**src/rtl/clockworks_pkg.sv**
```systemverilog
// Shared constants, types and helpers for the clockworks clock/reset conditioner.
package clockworks_pkg;

    localparam int DIVW_DEFAULT = 16;
    localparam int NCH_MAX      = 16;

    typedef logic [DIVW_DEFAULT-1:0] div_t;

    // Width of a channel-select field; a single channel still needs one bit.
    function automatic int sel_width(input int n);
        return (n > 1) ? $clog2(n) : 1;
    endfunction

endpackage

```
**src/rtl/clockworks_tick_chan.sv**
```systemverilog
// One programmable tick channel: a divisor register plus a wrapping counter
// that emits a registered single-cycle enable every max(div,1) cycles.
module clockworks_tick_chan
    import clockworks_pkg::*;
#(
    parameter int              DIVW     = DIVW_DEFAULT,
    parameter logic [DIVW-1:0] DIV_INIT = DIVW'(2)
) (
    input  logic            CLK,
    input  logic            RESET,
    input  logic            clr,
    input  logic            run,
    input  logic            load,
    input  logic [DIVW-1:0] load_value,
    output logic            tick,
    output logic [DIVW-1:0] div
);

    logic [DIVW-1:0] cnt;
    logic [DIVW-1:0] last;

    // Terminal count is div-1, with div=0 treated like div=1 (tick every cycle).
    always_comb begin
        last = (div == '0) ? '0 : div - DIVW'(1);
    end

    // NOTE: sequential state uses non-blocking assignments so every register
    // samples the pre-edge values, independent of statement order.
    always_ff @(posedge CLK) begin
        if (RESET) begin
            div <= DIV_INIT;
        end else if (load) begin
            div <= load_value;
        end
    end

    always_ff @(posedge CLK) begin
        if (clr) begin
            cnt  <= '0;
            tick <= 1'b0;
        end else if (run) begin
            if (cnt == last) begin
                cnt  <= '0;
                tick <= 1'b1;
            end else begin
                cnt  <= cnt + DIVW'(1);
                tick <= 1'b0;
            end
        end else begin
            tick <= 1'b0;
        end
    end

endmodule

```
**src/rtl/clockworks_multi.sv**
```systemverilog
// Board clock/reset conditioner: optional slowed design clock, stretched
// active-low design reset and NCH programmable clock-enable tick channels.
module clockworks_multi
    import clockworks_pkg::*;
#(
    parameter  int SLOW         = 0,
    parameter  int RESET_CYCLES = 16,
    parameter  int NCH          = 4,
    parameter  int DIVW         = DIVW_DEFAULT,
    parameter  int DIV_INIT     = 2,
    localparam int SELW         = sel_width(NCH)
) (
    input  logic            CLK,
    input  logic            RESET,
    output logic            clk,
    output logic            resetn,
    input  logic            div_load,
    input  logic [SELW-1:0] div_sel,
    input  logic [DIVW-1:0] div_value,
    input  logic            sync,
    output logic [NCH-1:0]  tick
);

    localparam int RCW = (RESET_CYCLES > 0) ? $clog2(RESET_CYCLES + 1) : 1;

    if (SLOW > 0) begin : g_slow
        logic [SLOW:0] slow_cnt;

        always_ff @(posedge CLK) begin
            if (RESET) begin
                slow_cnt <= '0;
            end else begin
                slow_cnt <= slow_cnt + (SLOW+1)'(1);
            end
        end

        assign clk = slow_cnt[SLOW];
    end else begin : g_pass
        assign clk = CLK;
    end

    logic [RCW-1:0] rst_cnt;

    // resetn rises on the edge that finds the counter already saturated.
    always_ff @(posedge CLK) begin
        if (RESET) begin
            rst_cnt <= '0;
            resetn  <= 1'b0;
        end else if (rst_cnt == RCW'(RESET_CYCLES)) begin
            resetn  <= 1'b1;
        end else begin
            rst_cnt <= rst_cnt + RCW'(1);
        end
    end

    // Widen by one bit so the bound compare stays meaningful when NCH == 2^SELW.
    logic sel_ok;
    assign sel_ok = ({1'b0, div_sel} < (SELW+1)'(NCH));

    for (genvar i = 0; i < NCH; i++) begin : g_chan
        logic load_this;
        assign load_this = div_load & sel_ok & (div_sel == SELW'(i));

        clockworks_tick_chan #(
            .DIVW     (DIVW),
            .DIV_INIT (DIVW'(DIV_INIT))
        ) u_chan (
            .CLK        (CLK),
            .RESET      (RESET),
            .clr        (RESET | ~resetn | sync | load_this),
            .run        (resetn),
            .load       (load_this),
            .load_value (div_value),
            .tick       (tick[i]),
            .div        ()
        );
    end

endmodule

```
**config.mk**
```make
export PLATFORM = sky130hd
export DESIGN_NAME = clockworks_multi
export DESIGN_NICKNAME = d
export VERILOG_FILES = /design/src/rtl/clockworks_pkg.sv /design/src/rtl/clockworks_tick_chan.sv /design/src/rtl/clockworks_multi.sv
export SDC_FILE = /design/constraint.sdc
export NUM_CORES = 1
export LEC_CHECK = 0
export CORE_ASPECT_RATIO = 0.9
export CORE_MARGIN = 8
export CORE_UTILIZATION = 45
export DETAILED_ROUTE_END_ITERATION = 16
export DONT_BUFFER_PORTS = 1
export PLACE_DENSITY = 0.63
export SYNTH_ARGS = -nofsm -noshare
export SYNTH_HDL_FRONTEND = slang
export SYNTH_SLANG_ARGS = --single-unit
```
**constraint.sdc**
```tcl
create_clock -name CLK -period 3.4 [get_ports CLK]
set_input_delay 0.51 -clock CLK [delete_from_list [all_inputs] [get_ports CLK]]
set_output_delay 0.51 -clock CLK [all_outputs]
set_load 0.1 [all_outputs]
```
Yosys cells after proc, flatten, opt, wreduce, memory -nomap -nowiden --
Index checks and enable logic that the tools add are counted.
Storage, ports and cells: flip-flop bits (word level) 138, input port bits 22, output and inout bits 6, word-level logic and storage cells 63
Cells by class: $add $sub $neg 9, equal/unequal tests 8, muxes and demuxes 12, bitwise logic cells 11, reductions and logical operators 9
Operator list (count):
- 16-bit 2-to-1 mux | 8
- 16-bit by 1-bit adder with 16-bit output (second input constant) | 4
- 16-bit == test | 4
- 16-bit logical NOT | 4
- 16-bit by 1-bit subtractor with 16-bit output (second input constant) | 4
- 2-bit OR reduction | 4
- 1-bit OR | 6
- 5-bit by 1-bit adder with 5-bit output (second input constant) | 1
- 5-bit == test (second input constant) | 1
- 1-bit bitwise AND | 4
- 2-bit == test (second input constant) | 2
- 1-bit 2-to-1 mux | 4
- 2-bit by 1-bit == test with 1-bit output (second input constant) | 1
- 2-bit logical NOT | 1
- 1-bit inverter | 1

Depth between registers and ports, before layout --
Gate-level depths: netlist of run 1.
word-level depth 5, depth in mapped cells 13, gate-level depth less buffers 10

Hierarchy --
From an unflattened synthesis of run 1, not the netlist that was laid out.
Unflattened totals: cell total of the unflattened synthesis 1157, area total of the unflattened synthesis 9619.2 µm²
By module, submodules not included:
- clockworks_tick_chan at g_chan[1].u_chan ... | instances 3, cells each 279, area an instance 2306.0 µm², seq. area each 660.6 µm²
- clockworks_tick_chan at g_chan[0].u_chan | instances 1, cells each 280, area an instance 2322.2 µm², seq. area each 660.6 µm²
- clockworks_multi | instances 1, cells each 40, area an instance 379.1 µm², seq. area each 120.1 µm²

==> out/results.ini, run 1 <==
[place]
place_congestion=0.897
dpl.hpwl_mm=15.7
io_buffers=0
dp.cells=1314

[clocking]
cts_root_buffer=clkbuf_16
hold_buffers=0
cts.repair.resized=0
path_clk_slew_ps=60
tritoncts=yes
numCtsBuffers=17
cts_buffer_depth=2
post_cts_buffers=0
h-tree-depth=4
clk_latency_ps=420
clock-sinks=138

[detailed_routing]
wl_mm=21.6
drtIter0Drc=557
wl_per_cell_um=16.1
avgViaCountPerCell=5.68
drc=0
drtAntennaViolNets=0
first_pass_iters=5
vias=7646

[yosys]
synth_top_area_share_pct=32.5
synth-seq-cells=138
yosysTopAreaCell=dfxtp_1
syn_area_per_cell_um2=7.60
synthCells=1119
async_flop_share_pct=0
synth_area_mm2=0.00851
netlist_top_cells_count=177 x nand2_1, 138 x dfxtp_1, 105 x nor2_1, 80 x a21oi_1, 69 x xor2_1
synth_ff_type=dfxtp_1
synth.distinct_cells=72
synth_most_common_cell=nand2_1
synth_edf_count=0
synth_nets=1151
yosys-top-cells-area=dfxtp_1 32%, nand2_1 7.8%, xor2_1 7.1%
yosysWarningCount=0
synth_seq_area_share_pct=32.5

[finish]
antenna_cells=0
n_fill_cell=1824
nets=1120
regArea_mm2=0.00276
final-instance-count-excl-fill=1346
area_growth_pct=9.66
utilization_pct=50.5
multi_input_area_mm2=0.00533
drive_above_1_share_pct=8.08

[sta]
tns_ps=0
hold_slack_ps=164
max_freq_mhz=313
max-slew-margin-rel_pct=24.1
maxSlewViolCount=0
post-route-period-util_pct=93.8
tightest_slew_ps=1130
finalHoldViolCount=0
period_needed_ps=3190
setup_viol=0
skew_ps=7.78

[global_route]
grt_start_max_net_pins=72
grt_pass1_wl_mm=35.9
grt-ovfl-total=0
grt_pass1_vias=6912
antenna_found_initial=0
track_usage_pct=18.4

[floorplanning]
die_y_um=146
start_util_pct=46.1
die_x_um=161
row_count=47
design.core.area_mm2=0.0185
dieArea_mm2=0.0236
num_io_pins=28

[critical_path]
cp-start-kind=flip-flop
cp_data_arrival_time_ps=3510
endpoint_kind=flip-flop
crit_type=reg2reg
rr_startpoint=g_chan[2].u_chan.div[7]
cp.required_ps=3710
cp_max_fo=4
worstSetupStartpoint=g_chan[2].u_chan.div[7]

[power]
vdd_drop_max_mv=0.265
p_leak_uw=0.00323
p_per_area_mw_per_mm2=439
power.total_uw=4090

[job]
drv_cap=0

[worst_hold_path]
hold_class=in2reg
hp-start=RESET

[status]
status=finished, final reports clean

## area by class of cell
type	count	share of cell area (%)
flip-flops and latches	138	29.6
multi-input cells	877	57.1
repair buffers	26	2.09
well taps	245	3.29
clock inverters	12	1.84
inverters	28	1.13
clock buffers	20	4.89
## routing by layer
| layer | GRT usage [%] | vias up | routed length [um] |
|---|---|---|---|
| met5 | 0 | - | 0 |
| met4 | 5.27 | 0 | 361 |
| met3 | 5.03 | 28 | 1340 |
| met2 | 27.2 | 171 | 9280 |
| met1 | 25.6 | 3579 | 10600 |
| li1 | - | 3868 | - |
## registers in the layout, indices dropped and copies added, names as in the netlist
signal,flops
resetn,1
rst_cnt,5
g_chan.u_chan.cnt,64
g_chan.u_chan.tick,4
g_chan.u_chan.div,64
## final timing paths
kind                            depth (start not counted)  slack [ps]                      end
worst max-delay path                                    8         210  g_chan[2].u_chan.cnt[1]
worst min-delay path                                    1         160  g_chan[2].u_chan.div[4]
worst max register to register                          8         210  g_chan[2].u_chan.cnt[1]
worst min register to register                          1         460  g_chan[1].u_chan.cnt[0]
## report_power, final
part,switching (uW),leakage (uW),internal [uW]
Combinational,230,0.00181,184
Clock,727,0.000302,1260
Sequential,41.6,0.00112,1650
Total,999,0.00323,3090
## critical path, cell delays in order (launching register included)
cell and delay (ps):
dfxtp_1 310, or4_4 540, or4_4 550, or2_4 280, or4_1 400, o31ai_1 120, nand3b_1 130, or4_1 550
and3_1 200
## stage by stage
step	setup WS, ps	area [um2]
global route	-2.28	9330
CTS	224	9320
detailed placement	228	8700
floorplan	229	8510
finish	209	9330
global placement	323	8700
## cells in the final DEF (no fill, tap or decap), types with 11 or more instances in the layout
cell type / Yosys / final
xnor2_1: 55 / 55
nand2_1: 177 / 177
mux2i_1: 11 / 11
and3_1: 20 / 20
or3_1: 11 / 11
clkbuf_16: 0 / 17
nand2b_1: 13 / 13
dfxtp_1: 138 / 137
nor3_1: 53 / 53
a21oi_1: 80 / 80
buf_4: 6 / 26
or2_2: 11 / 11
inv_1: 28 / 28
nand4_1: 30 / 30
nor4_1: 26 / 26
nor2_1: 105 / 105
o21ai_0: 27 / 27
nand3_1: 36 / 36
xor2_1: 69 / 69
## logic make-up (layout without fill, tap and decap cells)
| group | count (synthesis) | in the layout | share of synthesized area, % |
|---|---|---|---|
| and+or+nand+nor | 549 | 549 | 32.4 |
| AOI/OAI and AO/OA | 179 | 179 | 13.7 |
| DFF | 138 | 138 | 32.5 |
| xor gates and xnor gates | 127 | 127 | 13.6 |
| buffers and inverters | 104 | 86 | 5.00 |
| muxes | 12 | 12 | 1.43 |
| adders and majority gates | 10 | 10 | 1.47 |
(Power assumes the default switching activity.)
==> run 2, diff against run 1 <==
Settings changed: CORE_UTILIZATION 45 to 55, PLACE_DENSITY 0.63 to 0.71.
Clock period 3.4 ns to 3.3 ns, I/O delays scaled along.
==> run 2 against run 1 <==
Die area decreased by 16%. Clock power decreased by 13%. Power decreased by 4.1%. Utilization increased by 10 points. Global-route usage increased by 3.6 points. Count of clock-buffer cells in the layout decreased by 1. First-iteration DRC count increased by 14%. Critical endpoint unchanged.
==> out/results.ini, run 2 (synthesis gave the netlist of run 1 again) <==
[power]
swShare_pct=26.6  ; +2.2 points
pwr-share-seq_pct=44.3  ; +3.0 points
comb_power_share_pct=11.4  ; +1.3 points
power.internal_uw=2880  ; -6.9%
switchingPower_uw=1040  ; +4.4%
p_per_area_mw_per_mm2=422  ; -3.7%
p_leak_uw=0.00324  ; +0.50%
clkPwrFrac_pct=44.3  ; -4.3 points
vdd_drop_max_mv=0.388  ; +46%

[place]
dpl.hpwl_mm=15.3  ; -2.6%
io_buffers=0  ; unchanged
dp.cells=1281  ; -2.5%
place_congestion=0.900  ; +0.27%

[floorplanning]
dieArea_mm2=0.0197  ; -16%
die_y_um=134  ; -8.5%
design.core.area_mm2=0.0153  ; -17%
die_x_um=147  ; -8.6%
start_util_pct=55.7  ; +9.6 points
row_count=43  ; -8.5%
num_io_pins=28  ; unchanged

[sta]
max-slew-margin-rel_pct=34.0  ; +9.9 points
period_needed_ps=3130  ; -57.2 ps
setup_viol=0  ; unchanged
tns_ps=0  ; unchanged
tightest_slew_ps=988  ; -145 ps
finalHoldViolCount=0  ; unchanged
maxSlewViolCount=0  ; unchanged
max_freq_mhz=319  ; +1.8%
skew_ps=7.79  ; +0.00922 ps
post-route-period-util_pct=95.0  ; +1.1 points
grt_setup_unrepaired=false

[finish]
drive_above_1_share_pct=9.27  ; +1.2 points
layout_commonest_cell=nand2_1
final-instance-count-excl-fill=1313  ; -2.5%
nets=1130  ; +0.89%
reg_top3=g_chan.u_chan.cnt x64, g_chan.u_chan.div x64, rst_cnt x5
layout_common_cells=177 x nand2_1, 137 x dfxtp_1, 104 x nor2_1, 80 x a21oi_1, 69 x xor2_1
regArea_mm2=0.00276  ; unchanged
n_fill_cell=1416  ; -22%
multi_input_area_mm2=0.00535  ; +0.42%
antenna_cells=0  ; unchanged
area_growth_pct=9.15

[critical_path]
cp.required_ps=3610  ; -100 ps
rr_startpoint=g_chan[2].u_chan.div[7]
reg2reg_slack_ps=170  ; -40 ps
worstReg2RegEnd=g_chan[2].u_chan.cnt[1]
cp-start-kind=flip-flop
endpoint_kind=flip-flop
reg2reg_depth=8  ; unchanged
crit_type=reg2reg
cp_data_arrival_time_ps=3450  ; -60 ps
worstSetupStartpoint=g_chan[2].u_chan.div[7]
cp_max_fo=4  ; unchanged
crit_end=g_chan[2].u_chan.cnt[1]

[clocking]
clk_latency_ps=420  ; about the same
path_clk_slew_ps=60  ; about the same
numCtsBuffers=17  ; unchanged
cts_root_buffer=clkbuf_16
cts.repair.resized=0  ; unchanged
tritoncts=yes
post_cts_buffers=0  ; unchanged
clock-sinks=138  ; unchanged
h-tree-depth=4  ; unchanged
cts_buffer_depth=2  ; unchanged
hold_buffers=0  ; unchanged

[global_route]
grt-ovfl-total=0  ; unchanged
grt_start_max_net_pins=72  ; unchanged
track_usage_pct=22.0  ; +3.6 points
grt_pass1_wl_mm=35.8  ; -0.31%
grt_pass1_vias=7199  ; +4.2%
antenna_found_initial=0  ; unchanged

[detailed_routing]
wl_per_cell_um=16.2  ; +1.1%
avgViaCountPerCell=5.87  ; +3.4%
wl_mm=21.3  ; -1.3%
met2WireLength_mm=9.78  ; +5.4%
drtIter0Drc=636  ; +14%
first_pass_iters=7  ; +2
wl_met1_mm=10.3  ; -3.4%
drtAntennaViolNets=0  ; unchanged
drc=0  ; unchanged
route.met3.wl_um=976  ; -27%
top_layer=met4
vias=7709  ; +0.82%

[worst_hold_path]
hold_class=in2reg

[status]
status=finished, final reports clean

[job]
drv_cap=0  ; unchanged

==> run 2: cell count changes in the layout (fill, tap and decap cells not counted), moves of 2 or more <==
cell / previous run / this run
buf_4: 26 / 36
bufinv_16: 4 / 0
clkinv_4: 1 / 4
inv_6: 0 / 2
==> run 2: area by class of cell <==
cell class | count | area share (%)
clock buffer | 19 | 4.77
tap | 202 | 2.72
inverter | 28 | 1.13
multi-input combinational | 877 | 57.7
clock inverter | 13 | 1.05
sequential | 138 | 29.8
timing repair buffer | 36 | 2.91
==> run 2: critical path: stages (launching register included) <==
cell and delay, ps:
dfxtp_1 310, or4_4 550, or4_4 550, or2_4 280, or4_1 400, o31ai_1 100, nand3b_1 110, or4_1 540
and3_1 200
==> run 2: metrics by stage <==
| step | utilization, % | cell area (um2) | hold WS [ps] | total power, uW | worst slack, ps |
|---|---|---|---|---|---|
| after global placement | 57.1 | 8720 | 447 | 2200 | 215 |
| after global routing | 60.8 | 9290 | 117 | 4090 | 7.73 |
| after detailed placement | 57.1 | 8720 | 451 | 2210 | 169 |
| final | 60.8 | 9290 | 134 | 3920 | 166 |
| after CTS | 60.6 | 9260 | 127 | 3940 | 136 |
| after floorplan | - | 8510 | 426 | 2230 | 129 |
==> run 2: worst min-delay path by stage <==
| stage | slack [ps] | from | cells past startpoint | to |
|---|---|---|---|---|
| 3_3_place_gp | 450 | g_chan[1].u_chan.cnt[0] | 1 | g_chan[1].u_chan.cnt[0] |
| 3_5_place_dp | 450 | g_chan[1].u_chan.cnt[0] | 1 | g_chan[1].u_chan.cnt[0] |
| 6_report | 130 | RESET | 1 | rst_cnt[4] |
| 5_1_grt | 120 | RESET | 1 | rst_cnt[4] |
| 4_1_cts | 130 | RESET | 1 | resetn |
| 2_1_floorplan | 430 | g_chan[1].u_chan.cnt[0] | 1 | g_chan[1].u_chan.cnt[0] |
==> run 2: power by group through the flow <==
stage	Sequential (uW)	Clock (uW)	Combinational, uW
after floorplan	1750	114	362
after global placement	1770	0	430
after detailed placement	1770	0	434
after CTS	1740	1760	440
after global routing	1740	1850	498
final	1740	1740	448
==> run 2: routing by layer <==
| layer | vias to the layer above | global-route usage (%) |
|---|---|---|
| li1 | 3891 | - |
| met2 | 138 | 34.8 |
| met3 | 28 | 5.12 |
| met1 | 3652 | 29.5 |
| met5 | - | 0 |
| met4 | 0 | 6.28 |
